### src/rtl/sim_watchdog_pkg.sv
// sim_watchdog_pkg: shared state encoding, output widths and the fault channel encoder
package sim_watchdog_pkg;

    typedef enum logic [1:0] {
        IDLE    = 2'd0,
        RUN     = 2'd1,
        EXPIRED = 2'd2
    } wd_state_e;

    localparam int FAULT_CH_W = 5;
    localparam int TICK_CNT_W = 16;

    // Index of the lowest set bit; 0 when nothing is set.
    function automatic logic [FAULT_CH_W-1:0] first_set(input logic [31:0] v);
        logic [FAULT_CH_W-1:0] r;
        r = '0;
        for (int i = 31; i >= 0; i--)
            if (v[i]) r = FAULT_CH_W'(i);
        return r;
    endfunction

endpackage

### src/rtl/sim_watchdog_chan.sv
// sim_watchdog_chan: one activity channel, idle counter plus sticky expiry flag
module sim_watchdog_chan #(
    parameter int              IDLE_W     = 20,
    parameter longint unsigned IDLE_LIMIT = 1024
) (
    input  logic clk,
    input  logic rst_n,
    input  logic clear,
    input  logic run,
    input  logic mask,
    input  logic kick,
    output logic hit,
    output logic expired
);

    logic [IDLE_W-1:0] cnt;

    // A kick on the limit cycle restarts the count instead of expiring.
    assign hit = run && mask && !kick && cnt == IDLE_W'(IDLE_LIMIT - 1);

    always_ff @(posedge clk or negedge rst_n)
        if (!rst_n) begin
            cnt     <= '0;
            expired <= 1'b0;
        end else begin
            cnt     <= (clear || !mask) ? '0 : run ? (kick ? '0 : cnt + 1'b1) : cnt;
            expired <= !clear && (expired || hit);
        end

endmodule

### src/rtl/sim_watchdog.sv
// sim_watchdog: per-channel idle timeouts, global run limit and progress ticks for test tops
module sim_watchdog
    import sim_watchdog_pkg::*;
#(
    parameter int              N_CH         = 4,
    parameter int              CNT_W        = 32,
    parameter int              IDLE_W       = 20,
    parameter longint unsigned IDLE_LIMIT   = 1024,
    parameter longint unsigned GLOBAL_LIMIT = 100000000,
    parameter longint unsigned TICK_PERIOD  = 1000000
) (
    input  logic                  clk,
    input  logic                  rst_n,
    input  logic                  enable,
    input  logic [N_CH-1:0]       kick,
    input  logic [N_CH-1:0]       ch_mask,
    input  logic                  clear,
    output logic                  progress_tick,
    output logic [TICK_CNT_W-1:0] tick_count,
    output logic [N_CH-1:0]       ch_expired,
    output logic                  global_expired,
    output logic                  fault,
    output logic [FAULT_CH_W-1:0] fault_ch,
    output logic [1:0]            state
);

    if (N_CH < 1 || N_CH > 32) $fatal(1, "sim_watchdog: N_CH must be 1..32");
    if (CNT_W < 1 || CNT_W > 63) $fatal(1, "sim_watchdog: CNT_W must be 1..63");
    if (IDLE_W < 1 || IDLE_W > 63) $fatal(1, "sim_watchdog: IDLE_W must be 1..63");
    if (IDLE_LIMIT == 0 || IDLE_LIMIT >= (64'd1 << IDLE_W))
        $fatal(1, "sim_watchdog: IDLE_LIMIT out of range");
    if (GLOBAL_LIMIT == 0 || GLOBAL_LIMIT >= (64'd1 << CNT_W))
        $fatal(1, "sim_watchdog: GLOBAL_LIMIT out of range");
    if (TICK_PERIOD == 0 || TICK_PERIOD >= (64'd1 << CNT_W))
        $fatal(1, "sim_watchdog: TICK_PERIOD out of range");

    wd_state_e        st;
    logic [CNT_W-1:0] gcnt, tcnt;
    logic [N_CH-1:0]  ch_hit;
    logic             run, g_hit, t_wrap, expire_now;

    assign run        = st == RUN;
    assign g_hit      = run && gcnt == CNT_W'(GLOBAL_LIMIT - 1);
    assign t_wrap     = run && tcnt == CNT_W'(TICK_PERIOD - 1);
    assign expire_now = g_hit || |ch_hit;
    assign fault      = |ch_expired || global_expired;
    assign state      = st;

    for (genvar c = 0; c < N_CH; c++) begin : g_chan
        sim_watchdog_chan #(
            .IDLE_W    (IDLE_W),
            .IDLE_LIMIT(IDLE_LIMIT)
        ) u_chan (
            .clk    (clk),
            .rst_n  (rst_n),
            .clear  (clear),
            .run    (run),
            .mask   (ch_mask[c]),
            .kick   (kick[c]),
            .hit    (ch_hit[c]),
            .expired(ch_expired[c])
        );
    end

    // Expiry moves the FSM on the same edge that sets the flag, so counters freeze at once;
    // an expiry also swallows a tick due on that cycle.
    always_ff @(posedge clk or negedge rst_n)
        if (!rst_n) begin
            st             <= IDLE;
            gcnt           <= '0;
            tcnt           <= '0;
            tick_count     <= '0;
            progress_tick  <= 1'b0;
            global_expired <= 1'b0;
            fault_ch       <= '0;
        end else if (clear) begin
            st             <= enable ? RUN : IDLE;
            gcnt           <= '0;
            tcnt           <= '0;
            tick_count     <= '0;
            progress_tick  <= 1'b0;
            global_expired <= 1'b0;
            fault_ch       <= '0;
        end else begin
            st <= st == IDLE ? (enable ? RUN : IDLE) :
                  st == RUN  ? (expire_now ? EXPIRED : enable ? RUN : IDLE) : EXPIRED;
            if (run) begin
                gcnt <= gcnt + 1'b1;
                tcnt <= t_wrap ? '0 : tcnt + 1'b1;
            end
            progress_tick <= t_wrap && !expire_now;
            if (t_wrap && !expire_now && tick_count != '1)
                tick_count <= tick_count + 1'b1;
            global_expired <= global_expired || g_hit;
            if (!(|ch_expired) && |ch_hit)
                fault_ch <= first_set(32'(ch_hit));
        end

endmodule

### config.mk
export PLATFORM = sky130hd
export DESIGN_NAME = sim_watchdog
export DESIGN_NICKNAME = d
export VERILOG_FILES = /design/src/rtl/sim_watchdog_pkg.sv /design/src/rtl/sim_watchdog_chan.sv /design/src/rtl/sim_watchdog.sv
export SDC_FILE = /design/constraint.sdc
export NUM_CORES = 1
export LEC_CHECK = 0
export CORE_AREA = 2 2 127 129
export CTS_CLUSTER_DIAMETER = 120
export DETAILED_ROUTE_END_ITERATION = 7
export DIE_AREA = 0 0 129 131
export GPL_TIMING_DRIVEN = 1
export HOLD_SLACK_MARGIN = 0.03
export PLACE_DENSITY = 0.83
export SLEW_MARGIN = 20
export SYNTH_ARGS = -nofsm -noshare
export SYNTH_HDL_FRONTEND = slang
export SYNTH_SLANG_ARGS = --single-unit
export TNS_END_PERCENT = 100
### constraint.sdc
create_clock -name clk -period 3 [get_ports clk]
set_input_delay 0.6 -clock clk [delete_from_list [all_inputs] [get_ports clk]]
set_output_delay 0.6 -clock clk [all_outputs]
set_load 0.005 [all_outputs]
## Yosys cells after proc, flatten, opt, wreduce, memory -nomap -nowiden

Index checks and enable logic that the tools add are counted.

- Register bits after elaboration: 173

- Mux-type cells: 32
- $add $sub $neg: 7
- Eq/ne operators: 8
- Reduce and logical (&&, ||, !) cells: 53

Operators with widths:

| kind | number |
|---|---|
| $mux W20 | 12 |
| $mux W32 | 5 |
| $add A20 B1 Y20 const B | 4 |
| $eq A20 B10 Y1 const B | 4 |
| $add A32 B1 Y32 const B | 2 |
| $eq A32 B20 Y1 const B | 1 |
| $eq A32 B27 Y1 const B | 1 |
| $mux W16 | 2 |
| $mux W5 | 5 |
| $logic_and A1 B1 Y1 | 21 |
| $add A16 B1 Y16 const B | 1 |
| $ne A16 B16 Y1 const B | 1 |
| $reduce_bool A2 Y1 | 7 |
| $logic_not A1 Y1 | 11 |
| $logic_or A1 B1 Y1 | 11 |
| $mux W2 | 5 |
| $reduce_or A4 Y1 | 2 |
| $mux W1 | 3 |
| $eq A2 B1 Y1 const B | 1 |
| $logic_not A2 Y1 | 1 |

## Longest topological paths before layout

Gate-level depths: netlist of run 1.

- Word-level depth: 11
- Mapped depth: 10

## Cells and area by module

A second synthesis of run 1 with hierarchy kept.

- Cells, all modules: 1014
- Area total of the unflattened synthesis: 9465.3 sq um

Modules (own cells, without submodules):

| module | instances | cells an instance | area each (sq um) | seq. area each (sq um) |
|---|---|---|---|---|
| sim_watchdog_chan | 4 | 137 | 1248.7 | 525.5 |
| sim_watchdog | 1 | 466 | 4470.5 | 2152.1 |

## Worst setup path after synthesis of run 1

OpenSTA, ideal clock, no wires.

- Path type: input to register
- Start: input port ch_mask[3]
- End: register tick_count[1]
- Stages on the path: 8
- Setup slack: 650 ps
- Required time: 2868 ps
- Data arrival time: 2218 ps
- Library setup time: 132 ps
- Cell sequence: or4b_2 nor4_1 a22oi_1 nand4_4 buf_6 buf_4 mux2i_1 nor2_1

- Word-level cells in the longest chain between the ends: 9

Ends and longest elaborated chain:

| item | RTL line | text |
|---|---|---|
| from (decl) | sim_watchdog.sv:16 | `input logic [N_CH-1:0] ch_mask,` |
| $logic_and A1 B1 Y1 (3 in series) | sim_watchdog_chan.sv:19 | `assign hit = run && mask && !kick && cnt == IDLE_W'(IDLE_LIMIT - 1);` |
| $reduce_or A4 Y1 | sim_watchdog.sv:45 | `assign expire_now = g_hit \|\| \|ch_hit;` |
| $logic_or A1 B1 Y1 | sim_watchdog.sv:45 |  |
| $logic_not A1 Y1 | sim_watchdog.sv:92 | `if (t_wrap && !expire_now && tick_count != '1)` |
| $logic_and A1 B1 Y1 (2 in series) | sim_watchdog.sv:92 |  |
| $reduce_bool A2 Y1 (no line) | - |  |
| to (signal assigned) | sim_watchdog.sv:93 | `tick_count <= tick_count + 1'b1;` |
| to (decl) | sim_watchdog.sv:19 | `output logic [TICK_CNT_W-1:0] tick_count,` |

No other way between the ends.
A chain may end at the register's enable or synchronous reset.

## Final worst setup path of run 1

- Start: input port ch_mask[3]
- End: register tick_count[8]

Same word-level chain as after synthesis.

==> results list, run 1 <==
* Part of the total power dissipated in combinational logic: between 5 and 6%
- For this run, the post-layout net count is 1,122.
- Most frequent standard cell in the layout excluding fill and tap cells: dfrtp_1
- Final Hold Fails: 0
- # IOs: 42
- The region available for standard cell placement spans 15,600 um^2.
- Wire length of the first global-routing pass: ~37,000 um
- Clock Tree Root: clkbuf_16
* GRT Resource Usage Total: around 28%
- Die Ht: 131 um
- The die is approximately 130 um wide.
- In the finished design, the share of the clock period the worst path needs comes to 91.8%.
- Largest clock skew in the final design: slightly above 0.007 ns
* Worst min-delay path category: in2async
- After detailed routing, the average wire length per cell comes to 16.7 um.
* Initial core utilization: between 50% and 60%
* Number of nets still failing antenna checks after routing: 0
- The most used flip-flop cell after synthesis is dfrtp_1.
- The internal portion of the total power is between 0.003 and 0.004 W.
* Crit path max fanout: 15
* Total of buffers placed on input and output ports: 38
- Once the clock tree was built, the resizer swapped 0 gates to a different size.
* Vias in the first global route: 7,655
* Max-slew violation total from the final report: 0
* Total overflow reported by the global router: 0
- Switching share of power: 23.4%
* Row count: 46
* Cell area reported after detailed placement: about 10,000 um^2
- Unique masters post-synth: 62
- The mapped netlist covers 9310 um^2.
- The first routing iteration left between 600 and 700 violations.
* Category of the critical setup timing path: in2reg
- Number of buffers inserted by post-CTS setup repair: 0
* Latest clock arrival within the worst-skew pair: 0.44 ns
- Setup violations remaining at the end of the flow were counted as 0.
* Cell Pwr Density: 438 nW/um^2
* Number of antenna violations at the first check in global routing: 0
- In this run the worst setup path begins at ch_mask[3].
* Fin Hold WS: 0.139 ns
* Portion of total power attributed to the clock network: 45.0%
- Largest net degree at the start of global routing: 67
- In the layout the commonest cells are dfrtp_1, nor2_1, nand2_1, o21ai_0.
* Post-route core utilization: 67.8%
* TritonCTS clock tree: done
- Syn-to-layout area delta: 13.6%
- During synthesis, Yosys emitted a total of 0 warnings.
- Critical Path Sink Type: flip-flop
- Result of the run: completed
- Relative slew slack: 37.9%
- Share of layout cells above drive strength 1: under 10%
- Total CTS buffers: 17
- Pre-CTS setup slack: -0.153 ns
* Final worst path period need: between 2 and 3 ns
- Clock slew seen by the registers of the worst setup and hold paths: around 0.070 ns
- H-tree level count: 4
- At the pin with the least slew margin, the transition time is 0.929 ns.
- After detailed routing, the number of remaining DRC violations is 0.
- In the final timing run, aggregate negative setup slack is 0 ns.
- Final design instance area without fill: 10,600 um^2
- Clock buffer depth: 2
- Number of enable flip-flop cells after synthesis: 0
* TritonCTS Sinks: 170
- Cell leakage power: 4.32 nW
- Detailed placement ended at an HPWL of 14,800 um.
- Weighted congestion at the end of routability-driven global placement: 0.867
* Number of violations of the max-capacitance limit: 0
* Synth Register Bits: 170
- Hold-fix buffers, CTS: 0
* Worst path setup slack after routing: 0.247 ns
- NetSw: 0.00108 W
- The worst setup path is launched from an input pin.
- At the worst endpoint, the arrival time is 3.08 ns.
* Maximum clock frequency: 363 MHz
- Ant diodes: 0
- Share of synthesized flip-flops with an asynchronous set or reset: 100%
- The floorplan step defined a die boundary enclosing roughly 17,000 um^2.
- Sequential cells burn 49.9% of the power.
* Gate count of the mapped netlist: between 1,000 and 1,500
- In this run the mean area of a mapped cell was slightly below 9 um^2.
* Worst R2R Start: tcnt[0]
- STA puts the critical path data required time at 3.33 ns.
- Across all layers, the routed design uses 8,234 vias.
- VDD sags by at most between 0.4 and 0.5 mV.
* Number of vias per cell after detailed routing: 6.18
- Setup repair after global routing left no endpoint under its margin.
- Final Routed Wirelength: roughly 22,000 um
* Iteration count of the initial detailed-routing pass: 5
- Proportion of synthesized chip area in sequential cells: 45.7%
==> sequential cells by signal, summed over array words and instances (netlist names) <==
name and flops:
g_chan.u_chan.expired 4, global_expired 1, state 2, fault_ch 2, tick_count 16, g_chan.u_chan.cnt 80
tcnt 32, gcnt 32, progress_tick 1
==> final timing paths <==
path,end,slack (ns),depth (start not counted)
min in group clk,tcnt[2],0.45,2
worst min register to register,g_chan[1].u_chan.cnt[19],0.49,1
worst max register to register,tick_count[5],0.30,7
max in group asynchronous,tick_count[12],2.03,2
worst max-delay path,tick_count[8],0.25,8
worst min-delay path,g_chan[1].u_chan.cnt[2],0.14,1
==> stage by stage <==
stage	instances	total power (W)
4_1_cts	1332	0.00466
3_3_place_gp	1300	0.00258
3_5_place_dp	1300	0.00259
6_report	1332	0.00463
2_1_floorplan	1063	0.00247
5_1_grt	1332	0.00480
==> power groups by stage <==
stage                     registers (W)  clock network [W]  logic, W
after global placement          0.00235                  0  0.000231
final                           0.00231            0.00209  0.000234
after CTS                       0.00231            0.00212  0.000236
after floorplan                 0.00235                  0  0.000114
after detailed placement        0.00235                  0  0.000235
after global routing            0.00231            0.00223  0.000261
==> routing by layer <==
layer | GRT usage, % | vias to the layer above | share of wire [%]
met5 | 0 | - | 0
met4 | 8.95 | 0 | 1.6
met3 | 5.33 | 33 | 5.7
met1 | 38.0 | 3977 | 45
li1 | - | 3934 | -
met2 | 44.4 | 290 | 48
==> synth_stat cells (4+ instances only) <==
| library cell | n | area share [%] |
|---|---|---|
| nand3_1 | 48 | 2.6 |
| xnor2_1 | 18 | 1.7 |
| or4_1 | 12 | 0.97 |
| nor4b_1 | 11 | 1.0 |
| nor2_1 | 145 | 5.8 |
| nor2b_1 | 7 | 0.47 |
| nor4_1 | 35 | 2.4 |
| and2_1 | 11 | 0.74 |
| clkbuf_1 | 37 | 1.5 |
| a21o_1 | 4 | 0.32 |
| dfrtp_1 | 170 | 46 |
| a22oi_1 | 7 | 0.56 |
| buf_4 | 8 | 0.65 |
| a21oi_1 | 54 | 2.9 |
| mux2i_1 | 4 | 0.43 |
| o21ai_0 | 80 | 4.3 |
| a31oi_1 | 17 | 1.1 |
| nor3_1 | 24 | 1.3 |
| inv_1 | 16 | 0.65 |
| o31ai_1 | 11 | 0.89 |
| nand2_1 | 113 | 4.6 |
| and3_1 | 28 | 1.9 |
| nand4_1 | 54 | 3.6 |
| and4_1 | 10 | 0.94 |
| xor2_1 | 51 | 4.8 |
| ha_1 | 7 | 0.94 |
| or3_1 | 20 | 1.3 |
==> layout make-up <==
class                           count  area (um^2)
Inverter                           16         60.1
Fill cell                        1226         5020
Multi-Input combinational cell    826         4770
Sequential cell                   170         4250
Timing Repair Buffer               72          657
Clock inverter                     12          100
Clock buffer                       20          457
Tap cell                          216          270
==> critical path: stages <==
cell and delay [ns]:
clkdlybuf4s50_1 0.48, or4b_2 0.59, nor4_1 0.40, a22oi_1 0.32, nand4_4 0.29, buf_4 0.18
nor4_1 0.05, o21a_1 0.17
==> logic make-up after synthesis <==
group	synth area share, %
and+or+nand+nor	30.2
AOI/OAI and AO/OA	12.6
DFF	45.7
xor gates and xnor gates	6.49
buffers and inverters	3.20
adders and majority gates	0.941
muxes	0.793
other	0.0403
No activity file was read; power rests on OpenSTA's default activity.
==> run 2, diff against run 1 <==
--- a/config.mk
+++ b/config.mk
@@ -5,13 +5,14 @@
 export SDC_FILE = /design/constraint.sdc
 export NUM_CORES = 1
 export LEC_CHECK = 0
-export CORE_AREA = 2 2 127 129
+export CORE_AREA = 2 2 140 142
+export CTS_BUF_LIST = sky130_fd_sc_hd__clkbuf_4 sky130_fd_sc_hd__clkbuf_8 sky130_fd_sc_hd__clkbuf_16
 export CTS_CLUSTER_DIAMETER = 120
 export DETAILED_ROUTE_END_ITERATION = 7
-export DIE_AREA = 0 0 129 131
+export DIE_AREA = 0 0 142 144
 export GPL_TIMING_DRIVEN = 1
 export HOLD_SLACK_MARGIN = 0.03
-export PLACE_DENSITY = 0.83
+export PLACE_DENSITY = 0.71
 export SLEW_MARGIN = 20
 export SYNTH_ARGS = -nofsm -noshare
 export SYNTH_HDL_FRONTEND = slang
==> run 2 against run 1 <==
Effect of this change:
- fmax fell by 0.89%
- sequential share of layout area is 0.72 points lower
- worst setup slack worse by 0.025 ns
- clock skew up 0.0023 ns
- total power up 9.7%
- sequential power is essentially flat
- sequential cell count unchanged
- design area increased by 1.8%
- combinational power hardly changed
- die area grew 21%
- hold slack gained 0.046 ns
- wire length grew 0.86%
- critical path type unchanged
==> results list, run 2 (synthesis gave the netlist of run 1 again) <==
- The global-route met3 utilization came to 3.74% (-1.6 points).
- More flip-flops sit in one register than any other, and that register is g_chan.u_chan.cnt.
- The number of violations reported at the end of detailed-routing iteration 0 was 517 (-22%).
- Data arrival time of the critical path: 3.12 ns (+0.04 ns)
- The overflow left after global routing was 0 (unchanged).
- The layout net count was 1,127 (+0.45%).
- Largest net degree at the start of global routing: 72 (+7.5%)
* Switching share of power: 21.4% (-2.0 points)
* TritonCTS clock tree: done
- The peak fanout along the critical path was 17 (+2).
- Setup repair after global routing left no endpoint under its margin.
* Setup TNS after final layout: 0 ns (unchanged)
- Total CTS buffers: 17 (unchanged)
* Number of nets still failing antenna checks after routing: 0 (unchanged)
- Latest clock arrival within the worst-skew pair: 0.43 ns (about the same)
* Iteration count of the initial detailed-routing pass: 6 (+1)
* Final critical-path share of the clock period: 92.6% (+0.82 points)
- The maximum achievable frequency was 360 MHz (-0.89%).
- The switching power was 0.00109 W (+0.13%).
- The run finished with clean final reports.
- Ant diodes: 0 (unchanged)
- Share of layout cells above drive strength 1: 7.95% (+0.42 points)
* Max-slew violation total from the final report: 0 (unchanged)
- TritonCTS Sinks: 170 (unchanged)
- Vias in the first global route: 7,687 (+0.42%)
- The all-layer global routing usage was 23.1% (-4.5 points).
* Clock buffer depth: 2 (unchanged)
- Leaving out fill and tap cells, the most frequent cells in the layout are dfrtp_1, nor2_1, nand2_1, o21ai_0.
* Most frequent standard cell in the layout excluding fill and tap cells: dfrtp_1
- Final Routed Wirelength: 22,400 um (+0.86%)
* Cell leakage power: 4.41 nW (+2.1%)
- The number of cells on the worst reg-to-reg path came to 7 (unchanged).
- The met2 usage in global routing is 36.5% (-7.9 points).
- The reg-to-reg setup timing slack came to 0.24 ns (-0.06 ns).
* Average detailed-routed wire length per instance: 16.5 um (-1.1%)
- Post-layout power: 0.00508 W (+9.7%)
- Worst Tran Pin Value: 0.757 ns (-0.171 ns)
- The worst register-to-register path ends at tick_count[5].
- Cell area reported after detailed placement: 10,100 um^2 (+0.65%)
* CP required: 3.34 ns (about the same)
- Via count of the routed design: 8,226 (-0.097%)
- Worst R2R Start: tcnt[0]
* Die Ht: 144 um (+9.9%)
- Initial core utilization: 48.8% (-11 points)
* Weighted congestion at the end of routability-driven global placement: 0.880 (+1.6%)
- Flip-flop count of the largest register, all copies and words added: 80 (unchanged)
* Number of buffers inserted by post-CTS setup repair: 0 (unchanged)
- Part of the total power dissipated in combinational logic: 4.6% (-0.5 points)
* Wire length of the first global-routing pass: 38,200 um (+3.0%)
- The clock-pin slew on the worst setup and hold paths is 0.07 ns (about the same).
- Compared with the post-synthesis result, the final layout area differs by 15.6%.
* Chip Width: 142 um (+10%)
- Hold-fix buffers, CTS: 0 (unchanged)
* Final design instance area without fill: 10,800 um^2 (+1.8%)
- The final count of negative-setup-slack endpoints is 0 (unchanged).
* Category of the critical setup timing path: in2reg
- STA classifies the critical path startpoint as an input pin.
* # IOs: 42 (unchanged)
* Clock Tree Root: clkbuf_16
* Row count: 51 (+11%)
- The detailed placer's ending HPWL came to 15,400 um (+4.0%).
- The number of gates resized after CTS came to 0 (unchanged).
- The count of input and output buffers was 38 (unchanged).
- The layer flagged by global routing as most heavily used is met2.
* Number of violations of the max-capacitance limit: 0 (unchanged)
* Registers with the highest flip-flop counts: g_chan.u_chan.cnt x80, gcnt x32, tcnt x32
- Number of antenna violations at the first check in global routing: 0 (unchanged)
- Number of vias per cell after detailed routing: 6.06 (-2.0%)
* Share of power burned in registers: 45.5% (-4.4 points)
- Final Hold Fails: 0 (unchanged)
* H-tree level count: 4 (unchanged)
* Drc violations: 0 (unchanged)
- Worst min-delay path category: in2async
* Relative slew slack: 49.3% (+11 points)
- Cell-internal power: 0.00400 W (+13%)
* Cell Pwr Density: 472 nW/um^2 (+7.7%)
* Largest clock skew in the final design: 0.00948 ns (+0.00229 ns)
* Area enclosed by the die boundary: 20,400 um^2 (+21%)
- Portion of total power attributed to the clock network: 49.9% (+4.9 points)
* Area of the placeable core: 19,100 um^2 (+22%)
* Final worst path period need: 2.78 ns (+0.0246 ns)
* IR Drop Worst-Case VDD: 0.365 mV (-11%)
* Met1 capacity usage during global routing: 32.8% (-5.2 points)
- STA classifies the critical path endpoint as a flip-flop.
-- run 2: cell count changes in the layout (fill, tap and decap cells not counted) --
cell | previous run | this run
clkinv_2 | 6 | 2
clkbuf_1 | 1 | 0
clkinv_4 | 2 | 3
clkinvlp_4 | 3 | 0
clkbuf_8 | 2 | 3
buf_4 | 32 | 37
bufinv_16 | 1 | 6
-- run 2: cell type report --
type,instances,area [um^2]
repair buffers,77,694
multi-input cells,826,4770
clock inverters,11,216
flip-flops and latches,170,4250
fillers,1683,8320
clock buffers,20,467
inverters,16,60.1
well taps,238,298
-- run 2: how the worst max path moves through the flow --
stage	startpoint	to	slack [ns]
global placement	ch_mask[3]	tick_count[6]	-0.11
CTS	tcnt[0]	tick_count[13]	0.27
finish	ch_mask[3]	tick_count[6]	0.22
floorplan	ch_mask[3]	tick_count[1]	0.65
detailed placement	ch_mask[3]	tick_count[6]	-0.15
global route	tcnt[0]	tick_count[11]	0.06
-- run 2: per-stage QoR --
step	hold slack, ns	setup slack (ns)	utilization (%)	cells
6_report	0.185	0.222	56.4	1358
5_1_grt	0.210	0.0596	56.4	1358
4_1_cts	0.204	0.268	56.4	1358
3_5_place_dp	0.483	-0.151	52.8	1327
3_3_place_gp	0.474	-0.110	52.8	1327
2_1_floorplan	0.304	0.650	-	1063
-- run 2: worst max-delay path, stage by stage --
cell,delay [ns]
clkdlybuf4s50_1,0.47
or4b_2,0.59
nor4_1,0.42
a22oi_1,0.32
nand4_4,0.30
buf_4,0.19
o21ai_0,0.08
a21oi_1,0.15
-- run 2: routing by layer --
| metal | share of wire (%) | vias up | wire length (um) |
|---|---|---|---|
| met1 | 47 | 4022 | 10600 |
| met4 | 1.6 | 0 | 369 |
| li1 | - | 3952 | - |
| met2 | 46 | 221 | 10400 |
| met3 | 4.6 | 31 | 1030 |
| met5 | 0 | - | 0 |
-- run 2: power groups by stage --
stage,logic (W),clock network (W),registers [W]
floorplan,0.000114,0,0.00235
global placement,0.000234,0,0.00235
detailed placement,0.000236,0,0.00235
CTS,0.000237,0.00258,0.00231
global route,0.000262,0.00267,0.00231
finish,0.000234,0.00254,0.00231
==> run 3, diff against run 2 <==
--- a/config.mk
+++ b/config.mk
@@ -12,6 +12,7 @@
 export DIE_AREA = 0 0 142 144
 export GPL_TIMING_DRIVEN = 1
 export HOLD_SLACK_MARGIN = 0.03
+export MAX_ROUTING_LAYER = met4
 export PLACE_DENSITY = 0.71
 export SLEW_MARGIN = 20
 export SYNTH_ARGS = -nofsm -noshare
==> run 3 against run 2 <==
Effect of this change:
- die area unchanged
- sequential share of layout area is the same
- worst setup slack improved by 0.014 ns
- count of clock-buffer cells in the layout is the same
- sequential cell count did not move
- clock skew grew 0.0010 ns
- clock power hardly changed
- sequential power about the same
- total power about the same
- critical path type unchanged
- final cell count is the same
==> results list, run 3 (synthesis gave the netlist of run 1 again) <==
- The final period utilization came to 92.1% (-0.47 points).
* Part of the total power dissipated in combinational logic: 4.6% (about the same)
- The final max-slew violation count came to 0 (unchanged).
- Chip Width: 142 um (unchanged)
- Share of layout cells above drive strength 1: 7.95% (unchanged)
- The startpoint identified for the worst register-to-register timing path is tcnt[0].
- Number of vias per cell after detailed routing: 6.06 (about the same)
- Relative slew slack: 52.3% (+2.9 points)
* PostCTS Resize Cnt: 0 (unchanged)
- The core area came to 19,100 um^2 (unchanged).
* TritonCTS clock tree: done
- The library cells used most frequently in the layout, excluding fill and tap cells, are dfrtp_1, nor2_1, nand2_1, o21ai_0.
- Clock buffer depth: 2 (unchanged)
- Critical Path Sink Type: flip-flop
- Pre-CTS setup slack: -0.151 ns (unchanged)
* IR Drop Worst-Case VDD: 0.371 mV (+1.7%)
- Average detailed-routed wire length per instance: 16.5 um (about the same)
- The final weighted congestion in routability-driven placement was 0.895 (+1.7%).
- The flip-flop count of the largest register, all copies and words added came to 80 (unchanged).
- Setup repair after global routing left no endpoint under its margin.
- TritonCTS Sinks: 170 (unchanged)
- The internal cell power came to 0.00400 W (about the same).
- The peak fanout along the critical path is 17 (unchanged).
- Ant diodes: 0 (unchanged)
- Fill cells: 1,683 (unchanged)
- Post-route core utilization: 56.4% (unchanged)
- Total overflow reported by the global router: 0 (unchanged)
* Reg-to-reg endpoint: tick_count[5]
- The switching part of the total came to 21.3% (about the same).
- Largest net degree at the start of global routing: 72 (unchanged)
* Number of setup violations in the final report: 0 (unchanged)
* Total CTS buffers: 17 (unchanged)
- The static leakage power came to 4.41 nW (unchanged).
* Worst reg-to-reg path cell count: 7 (unchanged)
- The switching power came to 0.00108 W (-0.11%).
- The layout net count is 1,127 (unchanged).
- The area added between synthesis and finish was 15.6% (unchanged).
- The global-route wire length before repair came to 38,200 um (+0.13%).
* Top register by number of flip-flops: g_chan.u_chan.cnt
- The slew at the pin closest to its max-slew limit came to 0.714 ns (-0.0438 ns).
- Clock Tree Root: clkbuf_16
- Registers with the highest flip-flop counts: g_chan.u_chan.cnt x80, gcnt x32, tcnt x32
- Total of buffers placed on input and output ports: 38 (unchanged)
- Number of antenna violations at the first check in global routing: 0 (unchanged)
- Number of nets still failing antenna checks after routing: 0 (unchanged)
* Cell count after placement: 1,327 (unchanged)
- # IOs: 42 (unchanged)
* Final Hold Fails: 0 (unchanged)
- The minimum clock period after layout was 2.76 ns (-0.0140 ns).
- CP required: 3.35 ns (about the same)
- The number of buffers inserted for hold repair after clock tree synthesis is 0 (unchanged).
- Iteration count of the initial detailed-routing pass: 6 (unchanged)
- The number of H-tree branching levels is 4 (unchanged).
- The sequential cell fraction of total power was 45.5% (about the same).
* Worst min-delay path category: in2async
- The worst setup path is launched from an input pin.
* Latest clock arrival within the worst-skew pair: 0.44 ns (about the same)
* Final Routed Wirelength: 22,400 um (about the same)
- Vias in the first global route: 7,680 (-0.091%)
* Area enclosed by the die boundary: 20,400 um^2 (unchanged)
- Data arrival time of the critical path: 3.11 ns (about the same)
* Category of the critical setup timing path: in2reg
- Initial core utilization: 48.8% (unchanged)
- The number of non-filler instances in the completed layout was 1,358 (unchanged).
- Cell Pwr Density: 472 nW/um^2 (about the same)
* Via count of the routed design: 8,223 (-0.036%)
* Number of buffers inserted by post-CTS setup repair: 0 (unchanged)
- The flow ran to the end, and the final reports show no timing, DRC or antenna violations.
- The relative contribution of the clock network to total power is 49.9% (about the same).
- Clock slew seen by the registers of the worst setup and hold paths: 0.07 ns (about the same)
- Worst path setup slack after routing: 0.236 ns (+0.0140 ns)
* Maximum clock frequency: 362 MHz (+0.51%)
- Row count: 51 (unchanged)
- Number of violations of the max-capacitance limit: 0 (unchanged)
- The number of violations reported at the end of detailed-routing iteration 0 was 498 (-3.7%).
- The number of remaining DRC errors is 0 (unchanged).
* Largest clock skew in the final design: 0.0105 ns (+0.00101 ns)
- Die Ht: 144 um (unchanged)
* Setup TNS after final layout: 0 ns (unchanged)
- DP HPWL: 15,400 um (unchanged)
- GRT Resource Usage Total: 23.8% (+0.72 points)
* Most frequent standard cell in the layout excluding fill and tap cells: dfrtp_1
* Internal reg-to-reg setup slack: 0.27 ns (+0.03 ns)
-- run 3: worst max-delay path: stages --
cell and delay [ns]:
clkdlybuf4s50_1 0.47, or4b_2 0.59, nor4_1 0.41, a22oi_1 0.31, nand4_4 0.30, buf_4 0.19
o21ai_0 0.08, a21oi_1 0.15
-- run 3: worst max-delay path by stage --
stage	slack (ns)	to	depth (start not counted)	from
2_1_floorplan	0.65	tick_count[1]	8	ch_mask[3]
3_3_place_gp	-0.11	tick_count[6]	8	ch_mask[3]
3_5_place_dp	-0.15	tick_count[6]	8	ch_mask[3]
4_1_cts	0.27	tick_count[13]	8	tcnt[0]
5_1_grt	0.06	tick_count[11]	7	tcnt[0]
6_report	0.24	tick_count[6]	8	ch_mask[3]
-- run 3: metrics by stage --
step                power (W)  hold WS, ns  area, um^2
global placement      0.00259        0.474       10100
CTS                   0.00513        0.204       10800
detailed placement    0.00259        0.483       10100
floorplan             0.00247        0.304        9320
finish                0.00508        0.169       10800
global route          0.00525        0.207       10800
-- run 3: final cells by class --
type	instances	area [um^2]	share of cell area [%]
sequential	170	4250	39.5
timing repair buffer	77	694	6.45
tap	238	298	2.77
inverter	16	60.1	0.558
clock inverter	11	216	2.01
clock buffer	20	467	4.34
multi-input combinational	826	4770	44.4
-- run 3: layer usage --
| layer | track usage [%] | share of wire [%] | vias to the layer above |
|---|---|---|---|
| met5 | - | 0 | - |
| met2 | 36.4 | 46 | 235 |
| met4 | 6.95 | 1.5 | 0 |
| met1 | 32.8 | 47 | 3998 |
| li1 | - | - | 3957 |
| met3 | 3.94 | 5.1 | 33 |
-- run 3: power by group through the flow --
stage	registers [W]	clock network, W	logic [W]
final	0.00231	0.00253	0.000234
after global routing	0.00231	0.00268	0.000262
after detailed placement	0.00235	0	0.000236
after CTS	0.00231	0.00258	0.000237
after global placement	0.00235	0	0.000234
after floorplan	0.00235	0	0.000114
